### src/rtl/mcac_pkg.sv
// Shared definitions for the config Wishbone arbiter: FSM encodings and timeout default.
package mcac_pkg;

   typedef enum logic [1:0] {
      IDLE  = 2'd0,
      GNT_E = 2'd1,
      GNT_D = 2'd2
   } arb_state_e;

   localparam int unsigned TIMEOUT_DEFAULT = 255;

endpackage

### src/rtl/cfg_arb_rr2.sv
// Two-way round-robin tie-break; remembers which master was served last.
module cfg_arb_rr2 (
   input  logic clk,
   input  logic reset,
   input  logic req_e,
   input  logic req_d,
   input  logic update,
   input  logic served_d,
   output logic pick_d
);

   logic last_d_q;

   // Resets to "decoder served last" so the encoder wins the first tie.
   always_ff @(posedge clk) begin
      if (reset) begin
         last_d_q <= 1'b1;
      end else if (update) begin
         last_d_q <= served_d;
      end
   end

   always_comb begin
      pick_d = 1'b0;
      if (req_d && !req_e) begin
         pick_d = 1'b1;
      end else if (req_d && req_e) begin
         pick_d = !last_d_q;
      end
   end

endmodule

### src/rtl/cfg_wb_arb.sv
// Arbitrates the encoder and decoder Wishbone masters onto a single config-slave port,
// with a per-transfer wait counter that aborts a stalled transfer with an error.
module cfg_wb_arb
   import mcac_pkg::*;
#(
   parameter int unsigned TIMEOUT = TIMEOUT_DEFAULT,
   parameter int unsigned DW      = 32
) (
   input  logic          clk,
   input  logic          reset,
   input  logic [31:0]   i_wb_adr_e,
   input  logic [31:0]   i_wb_adr_d,
   input  logic [3:0]    i_wb_sel_e,
   input  logic [3:0]    i_wb_sel_d,
   input  logic          i_wb_we_e,
   input  logic          i_wb_we_d,
   input  logic [DW-1:0] i_wb_dat_e,
   input  logic [DW-1:0] i_wb_dat_d,
   input  logic          i_wb_cyc_e,
   input  logic          i_wb_stb_e,
   input  logic          i_wb_cyc_d,
   input  logic          i_wb_stb_d,
   output logic [DW-1:0] o_wb_dat_e,
   output logic [DW-1:0] o_wb_dat_d,
   output logic          o_wb_ack_e,
   output logic          o_wb_err_e,
   output logic          o_wb_ack_d,
   output logic          o_wb_err_d,
   output logic [31:0]   o_s_wb_adr,
   output logic [3:0]    o_s_wb_sel,
   output logic          o_s_wb_we,
   output logic [DW-1:0] o_s_wb_dat,
   output logic          o_s_wb_cyc,
   output logic          o_s_wb_stb,
   input  logic [DW-1:0] i_s_wb_dat,
   input  logic          i_s_wb_ack,
   input  logic          i_s_wb_err,
   output logic [1:0]    o_grant,
   output logic          o_timeout
);

   localparam logic [7:0] TMO_LAST = 8'(TIMEOUT - 1);

   arb_state_e state_q, state_d;
   logic [7:0] cnt_q;
   logic       req_e, req_d, pick_d;
   logic       cyc_sel, resp, tmo_hit, update;

   assign req_e   = i_wb_cyc_e & i_wb_stb_e;
   assign req_d   = i_wb_cyc_d & i_wb_stb_d;
   assign resp    = i_s_wb_ack | i_s_wb_err;
   assign cyc_sel = (state_q == GNT_E) ? i_wb_cyc_e :
                    (state_q == GNT_D) ? i_wb_cyc_d : 1'b0;
   // A master that has already dropped cyc is aborting, so it gets no timeout error.
   assign tmo_hit = cyc_sel & !resp & (cnt_q == TMO_LAST);
   assign update  = (state_q != IDLE) && (state_d == IDLE);

   cfg_arb_rr2 u_rr (
      .clk      (clk),
      .reset    (reset),
      .req_e    (req_e),
      .req_d    (req_d),
      .update   (update),
      .served_d (state_q == GNT_D),
      .pick_d   (pick_d)
   );

   always_ff @(posedge clk) begin
      if (reset) begin
         state_q <= IDLE;
      end else begin
         state_q <= state_d;
      end
   end

   always_comb begin
      state_d = state_q;
      unique case (state_q)
         IDLE: begin
            if (req_e || req_d) begin
               state_d = pick_d ? GNT_D : GNT_E;
            end
         end
         GNT_E, GNT_D: begin
            if (resp || !cyc_sel || tmo_hit) begin
               state_d = IDLE;
            end
         end
         default: state_d = IDLE;
      endcase
   end

   always_ff @(posedge clk) begin
      if (reset || (state_q == IDLE)) begin
         cnt_q <= 8'd0;
      end else if (!resp) begin
         cnt_q <= cnt_q + 8'd1;
      end
   end

   always_comb begin
      o_s_wb_adr = '0;
      o_s_wb_sel = '0;
      o_s_wb_we  = 1'b0;
      o_s_wb_dat = '0;
      o_s_wb_cyc = 1'b0;
      o_s_wb_stb = 1'b0;
      o_wb_dat_e = '0;
      o_wb_dat_d = '0;
      o_wb_ack_e = 1'b0;
      o_wb_err_e = 1'b0;
      o_wb_ack_d = 1'b0;
      o_wb_err_d = 1'b0;
      o_grant    = {state_q == GNT_D, state_q == GNT_E};
      // Responses are suppressed while reset is high so an in-flight transfer ends silently.
      o_timeout  = tmo_hit & !reset;
      unique case (state_q)
         GNT_E: begin
            o_s_wb_adr = i_wb_adr_e;
            o_s_wb_sel = i_wb_sel_e;
            o_s_wb_we  = i_wb_we_e;
            o_s_wb_dat = i_wb_dat_e;
            o_s_wb_cyc = i_wb_cyc_e;
            o_s_wb_stb = i_wb_stb_e;
            o_wb_dat_e = i_s_wb_dat;
            o_wb_ack_e = i_s_wb_ack & !reset;
            o_wb_err_e = (i_s_wb_err | tmo_hit) & !reset;
         end
         GNT_D: begin
            o_s_wb_adr = i_wb_adr_d;
            o_s_wb_sel = i_wb_sel_d;
            o_s_wb_we  = i_wb_we_d;
            o_s_wb_dat = i_wb_dat_d;
            o_s_wb_cyc = i_wb_cyc_d;
            o_s_wb_stb = i_wb_stb_d;
            o_wb_dat_d = i_s_wb_dat;
            o_wb_ack_d = i_s_wb_ack & !reset;
            o_wb_err_d = (i_s_wb_err | tmo_hit) & !reset;
         end
         default: ;
      endcase
   end

endmodule
### config.mk
export PLATFORM = sky130hd
export DESIGN_NAME = cfg_wb_arb
export DESIGN_NICKNAME = d
export VERILOG_FILES = /design/src/rtl/mcac_pkg.sv /design/src/rtl/cfg_arb_rr2.sv /design/src/rtl/cfg_wb_arb.sv
export SDC_FILE = /design/constraint.sdc
export NUM_CORES = 1
export LEC_CHECK = 0
export ABC_CLOCK_PERIOD_IN_PS = 2400
export BUFFER_PORTS_ARGS = -buffer_cell sky130_fd_sc_hd__clkbuf_2
export CAP_MARGIN = 20
export CORE_AREA = 3 3 122 124
export CTS_BUF_LIST = sky130_fd_sc_hd__clkbuf_8
export DETAILED_ROUTE_END_ITERATION = 16
export DIE_AREA = 0 0 125 127
export PLACE_DENSITY_LB_ADDON = 0.25
export SKIP_CTS_REPAIR_TIMING = 1
export SLEW_MARGIN = 5
export SYNTH_ARGS = -nofsm -noshare
export SYNTH_HDL_FRONTEND = slang
export SYNTH_HIERARCHICAL = 1
export SYNTH_SLANG_ARGS = --single-unit
### constraint.sdc
create_clock -name clk -period 2.4 [get_ports clk]
set_clock_uncertainty 0.05 [all_clocks]
set_input_delay 0.12 -clock clk [delete_from_list [all_inputs] [get_ports clk]]
set_output_delay 0.12 -clock clk [all_outputs]
set_load 0.05 [all_outputs]
# After elaboration in Yosys (flattened, before gate mapping)
# Cells that the tools add are included.
totals:
  regBits: 11
  inputBits: 178
  output_inout_bits: 142
  wordCells: 52
classes:
  add_sub_neg: 1
  eq_ne: 3
  n_mux: 20
  bitwise_logic: 9
  n_reduce_logical: 16
ops:
  columns: ["operator", "n"]
  rows:
  - ["$pmux 32 s2", 2]
  - ["$mux 32", 2]
  - ["$add 8x1->8 const B", 1]
  - ["$eq 8x8->1 const B", 1]
  - ["$mux 1", 8]
  - ["$pmux 4 s2", 1]
  - ["$and 1x1->1", 7]
  - ["$mux 2", 3]
  - ["$pmux 1 s2", 3]
  - ["$logic_not 1->1", 5]
  - ["$logic_not 2->1", 2]
  - ["$logic_or 1x1->1", 4]
  - ["$pmux 2 s2", 1]
  - ["$logic_and 1x1->1", 3]
  - ["$eq 2x1->1 const B", 1]
  - ["$eq 2x2->1 const B", 1]
  - ["$or 1x1->1", 2]
  - ["$reduce_bool 2->1", 1]
  - ["$reduce_or 2->1", 1]

# Longest topological paths before layout
depth:
  ltp_word: 10
  mapped_depth: 9
  ltp_nobuf: 8

# By module
# Netlist, hierarchy kept.
modules_own_cells:
  columns: ["module", "n_inst", "cells_per_inst", "area_per_inst_um2", "seq_area_each_um2"]
  rows:
  - ["cfg_wb_arb", 1, 314, 2193.4, 200.2]
  - ["cfg_arb_rr2", 1, 4, 42.5, 20.0]

# Least setup slack after synthesis
# No wires, ideal clock.
synth_path:
  path_kind: "register to output"
  start: "reg state_q[0]"
  end: "out o_wb_err_d"
  arrival_time_ns: 2.699
  t_required_ns: 2.230
  setup_slack_ns: -0.469
  stages_incl_launch_ff: 7
  path_buffers: 3
  cell_sequence: "dfxtp_1 -> inv_1 -> ha_1 -> buf_2 -> buf_2 -> buf_2 -> nor3b_1"
synth_via:
  elab_chain_cells: 8
  word_cells_on_any_way: 9
  classes_between: "eq/ne (2); mux (3); bitwise (4)"
synth_rtl:
  columns: ["item", "line_no", "source"]
  rows:
  - ["from (decl)", "cfg_wb_arb.sv:44", "arb_state_e state_q, state_d;"]
  - ["from (signal assigned)", "cfg_wb_arb.sv:72", "state_q <= state_d;"]
  - ["$eq 2x2->1 *", null, null]
  - ["net o_grant[1]", "cfg_wb_arb.sv:38", "output logic [1:0] o_grant,"]
  - ["$mux 1", "cfg_wb_arb.sv:53", "(state_q == GNT_D) ? i_wb_cyc_d : 1'b0;"]
  - ["$mux 1", "cfg_wb_arb.sv:52", "assign cyc_sel = (state_q == GNT_E) ? i_wb_cyc_e :"]
  - ["$and 1x1->1 (2 in series)", "cfg_wb_arb.sv:55", "assign tmo_hit = cyc_sel & !resp & (cnt_q == TMO_LAST);"]
  - ["$or 1x1->1", "cfg_wb_arb.sv:138", "o_wb_err_d = (i_s_wb_err | tmo_hit) & !reset;"]
  - ["$and 1x1->1", "cfg_wb_arb.sv:138", null]
  - ["$mux 1 *", "cfg_wb_arb.sv:117", "unique case (state_q)"]
  - ["to (decl)", "cfg_wb_arb.sv:28", "output logic o_wb_err_d,"]
# The timed path passes the listed nets; every way through them passes the cells marked *.

# Worst setup path in the final report
layout_path:
  start: "reg state_q[0]"
  end: "out o_s_wb_adr[29]"
layout_via:
  elab_chain_cells: 2
  word_cells_on_any_way: 3
  classes_between: "eq/ne (2); mux (1)"
layout_rtl:
  columns: ["item", "line_no", "source"]
  rows:
  - ["$eq 2x2->1 / $eq 2x1->1 (equally long branches)", "cfg_wb_arb.sv:117", null]
  - ["$pmux 32 s2 *", "cfg_wb_arb.sv:117", null]
  - ["to (decl)", "cfg_wb_arb.sv:29", "output logic [31:0] o_s_wb_adr,"]
# Mark *: on every way between the ends. The rest lies on a longest branch, timed or not.

==> parameters.txt <==
Parameter                              Value

Run status
  Run status    finished clean

Synth
  Warning count from the yosys run    6
  Synthesized area per cell    about 7.0 µm²
  FF+latch count, synth    11
  Cell type with the largest total area after synthesis    sky130_fd_sc_hd__a22oi_1
  Register area share after synthesis    about a tenth
  Nets in the synthesized netlist    502
  Top cells by area in the synthesized netlist    sky130_fd_sc_hd__a22oi_1, sky130_fd_sc_hd__nor2b_1, sky130_fd_sc_hd__and2_1
  Area share of the leading cell type in the synthesized netlist    23.8%
  Cells after Synth    318
  Syn Std Cell Area    ~2200 µm²
  Distinct cells, synth    33

STA
  Final count of negative-setup-slack endpoints    0
  Count of final hold-check violations    0
  Transition time at the pin with the least slew margin    between 0.4 and 0.5 ns
  Worst relative slew slack    71.9%
  Final clock period utilization by the worst path    roughly 90%
  Timing-limited maximum frequency    455 MHz
  Unrepaired setup endpoints after global routing    no
  Total count of max-transition violations in the final report    0
  Time the final worst path needs with I/O delays and setup    2.20 ns
  Sum of negative setup slack    0 ns

Pwr
  Static power due to leakage    around 2.1 nW
  Overall power consumption    1.31 mW
  P per Cell Area    between 300 and 400 nW/µm²
  Maximum VDD drop    about 0.00019 V

Place
  HPWL Detailed    10200 µm
  Placer congestion estimate    0.974
  Area after DPL    4210 µm²
  # port buffers    approximately 320

Drt
  WL final    12000 µm
  DRC violation total after the first TritonRoute iteration    150
  Via total after detailed routing    3439
  Post-detailed-route wirelength per cell    about 15 µm
  Drt drc    0
  Antenna-violating nets left    0
  Routed via count divided by cell count    between 4 and 5
  Number of detailed-route iterations in the first pass    4

Floorplanning
  Top-Level Pins    320
  Cell Rows    43
  Width of the die    125 µm
  Die Outline Area    15900 µm²
  Core footprint    ~14000 µm²
  Initial cell density of the core    16.1%
  Vertical die dimension    127 µm

Global routing
  Overall global routing resource usage    13.9%
  Global-route wire length before repair    18600 µm
  Antenna violations before repair    0
  Total overflow reported by the global router    0
  Pin count of the biggest net entering global routing    64
  Via count of the first global-routing pass    3423

Clocking
  Number of buffers inserted during clock tree synthesis    3
  Clock latency of the later-clocked register in the worst-skew pair    0.24 ns
  Root cell of the clock tree    sky130_fd_sc_hd__clkbuf_8
  Max Root-Sink Buffers    2
  Number of levels in the clock H-tree    1
  Clock slew at the register clock pins of the worst setup and hold paths    0.05 ns
  Clock tree from TritonCTS    built
  CTS sink count    11

Critical path
  Crit path required time    2.23 ns
  Sort of element at the start of the critical path    flip-flop
  CP Max Fanout    38
  Worst Path Arrival    2.03 ns
  Category of the critical setup timing path    flip-flop to primary output
  Critical Path End Type    primary output

Cells and area
  Signed area change from the synthesized netlist to the final layout    90.5%
  Count of nets after finishing    ~800
  Fraction of layout instances using a drive strength above 1    between 60% and 70%
  Final non-filler cell area    between 4000 and 5000 µm²
  Count of inserted antenna diode cells    0

Run
  Count of max-cap constraint violations    0

Min path
  Kind of path behind the tightest hold check    primary input to flip-flop
==> synthesized netlist by cell type <==
library cell	n
sky130_fd_sc_hd__a211o_1	1
sky130_fd_sc_hd__a211oi_1	1
sky130_fd_sc_hd__a21boi_0	2
sky130_fd_sc_hd__a21boi_4	1
sky130_fd_sc_hd__a21oi_1	3
sky130_fd_sc_hd__a22oi_1	71
sky130_fd_sc_hd__and2_1	68
sky130_fd_sc_hd__and3_1	1
sky130_fd_sc_hd__and3b_1	2
sky130_fd_sc_hd__and4_1	2
sky130_fd_sc_hd__and4_4	1
sky130_fd_sc_hd__buf_1	2
sky130_fd_sc_hd__buf_2	9
sky130_fd_sc_hd__buf_6	1
sky130_fd_sc_hd__clkbuf_1	21
sky130_fd_sc_hd__dfxtp_1	11
sky130_fd_sc_hd__ha_1	6
sky130_fd_sc_hd__inv_1	5
sky130_fd_sc_hd__nand2_1	6
sky130_fd_sc_hd__nand3_1	2
sky130_fd_sc_hd__nand3b_4	2
sky130_fd_sc_hd__nand4_1	1
sky130_fd_sc_hd__nor2_1	11
sky130_fd_sc_hd__nor2_8	1
sky130_fd_sc_hd__nor2b_1	71
sky130_fd_sc_hd__nor3_1	1
sky130_fd_sc_hd__nor3b_1	2
sky130_fd_sc_hd__o21ai_0	3
sky130_fd_sc_hd__o31a_1	1
sky130_fd_sc_hd__o31ai_1	1
sky130_fd_sc_hd__or2_2	1
sky130_fd_sc_hd__xnor2_1	2
sky130_fd_sc_hd__xor2_1	5
==> cell families after synthesis <==
kind of cell               Yosys count  share of synthesized area [%]
AOI/OAI and AO/OA                   84                           28.1
and+or+nand+nor                    172                           48.7
adders and majority gates            6                           3.36
xor gates and xnor gates             7                           2.74
DFF                                 11                           9.85
buffers and inverters               38                           7.22
==> path summary, 6_finish.rpt <==
check                           startpoint             end  slack (ns)  cells past startpoint
worst min register to register    cnt_q[4]        cnt_q[4]        0.48                      2
worst min-delay path                 reset   u_rr/last_d_q        0.16                      2
worst max register to register  state_q[1]   u_rr/last_d_q        0.44                      7
worst max-delay path            state_q[0]  o_s_wb_adr[29]        0.20                      6
==> registers in the layout (all words and copies together) (netlist names) <==
register and cells:
state_q 2, u_rr/last_d_q 1, cnt_q 8
==> critical path, cell delays in order (launching register included) <==
cell                       delay, ns
sky130_fd_sc_hd__dfxtp_1        0.36
sky130_fd_sc_hd__inv_1          0.14
sky130_fd_sc_hd__ha_4           0.29
sky130_fd_sc_hd__buf_4          0.39
sky130_fd_sc_hd__a22oi_1        0.15
sky130_fd_sc_hd__nor2b_1        0.15
sky130_fd_sc_hd__clkbuf_2       0.29
==> power breakdown <==
part	switching (mW)	total [mW]	internal (mW)
Combinational	0.588	0.932	0.344
Clock	0.0695	0.182	0.112
Sequential	0.00600	0.195	0.189
==> through the flow <==
step / hold slack [ns] / std cells / setup slack, ns / utilization (%)
2_1_floorplan: 0.169 / 318 / -0.469 / -
3_3_place_gp: 0.399 / 792 / 0.402 / 30.3
3_5_place_dp: 0.417 / 792 / 0.401 / 30.3
4_1_cts: 0.170 / 796 / 0.137 / 30.7
5_1_grt: 0.193 / 796 / 0.0268 / 30.7
6_report: 0.163 / 796 / 0.200 / 30.7
==> cell type report <==
type | count | area [µm²]
clock buffers | 3 | 41.3
clock inverters | 1 | 3.75
fillers | 1528 | 9620
inverters | 5 | 18.8
multi-input cells | 269 | 2050
flip-flops and latches | 11 | 220
well taps | 180 | 225
repair buffers | 327 | 1700
==> layout by cell type (no fill, tap or decap), types with 3 or more instances in the layout <==
cell type	n
sky130_fd_sc_hd__nor2_1	11
sky130_fd_sc_hd__nand2_1	6
sky130_fd_sc_hd__a21oi_1	3
sky130_fd_sc_hd__clkbuf_2	317
sky130_fd_sc_hd__nor2b_1	6
sky130_fd_sc_hd__nor2b_2	65
sky130_fd_sc_hd__dfxtp_1	11
sky130_fd_sc_hd__and2_1	68
sky130_fd_sc_hd__xor2_1	5
sky130_fd_sc_hd__buf_12	3
sky130_fd_sc_hd__o21ai_0	3
sky130_fd_sc_hd__ha_1	3
sky130_fd_sc_hd__buf_4	6
sky130_fd_sc_hd__clkbuf_8	3
sky130_fd_sc_hd__inv_1	6
sky130_fd_sc_hd__a22oi_1	71
==> layer usage <==
| layer | track usage, % | share of wire [%] |
|---|---|---|
| met5 | 0 | 0 |
| met4 | 3.19 | 1.6 |
| met3 | 2.47 | 6.5 |
| met2 | 25.8 | 54 |
| met1 | 16.5 | 38 |
(Power assumes the default switching activity.)
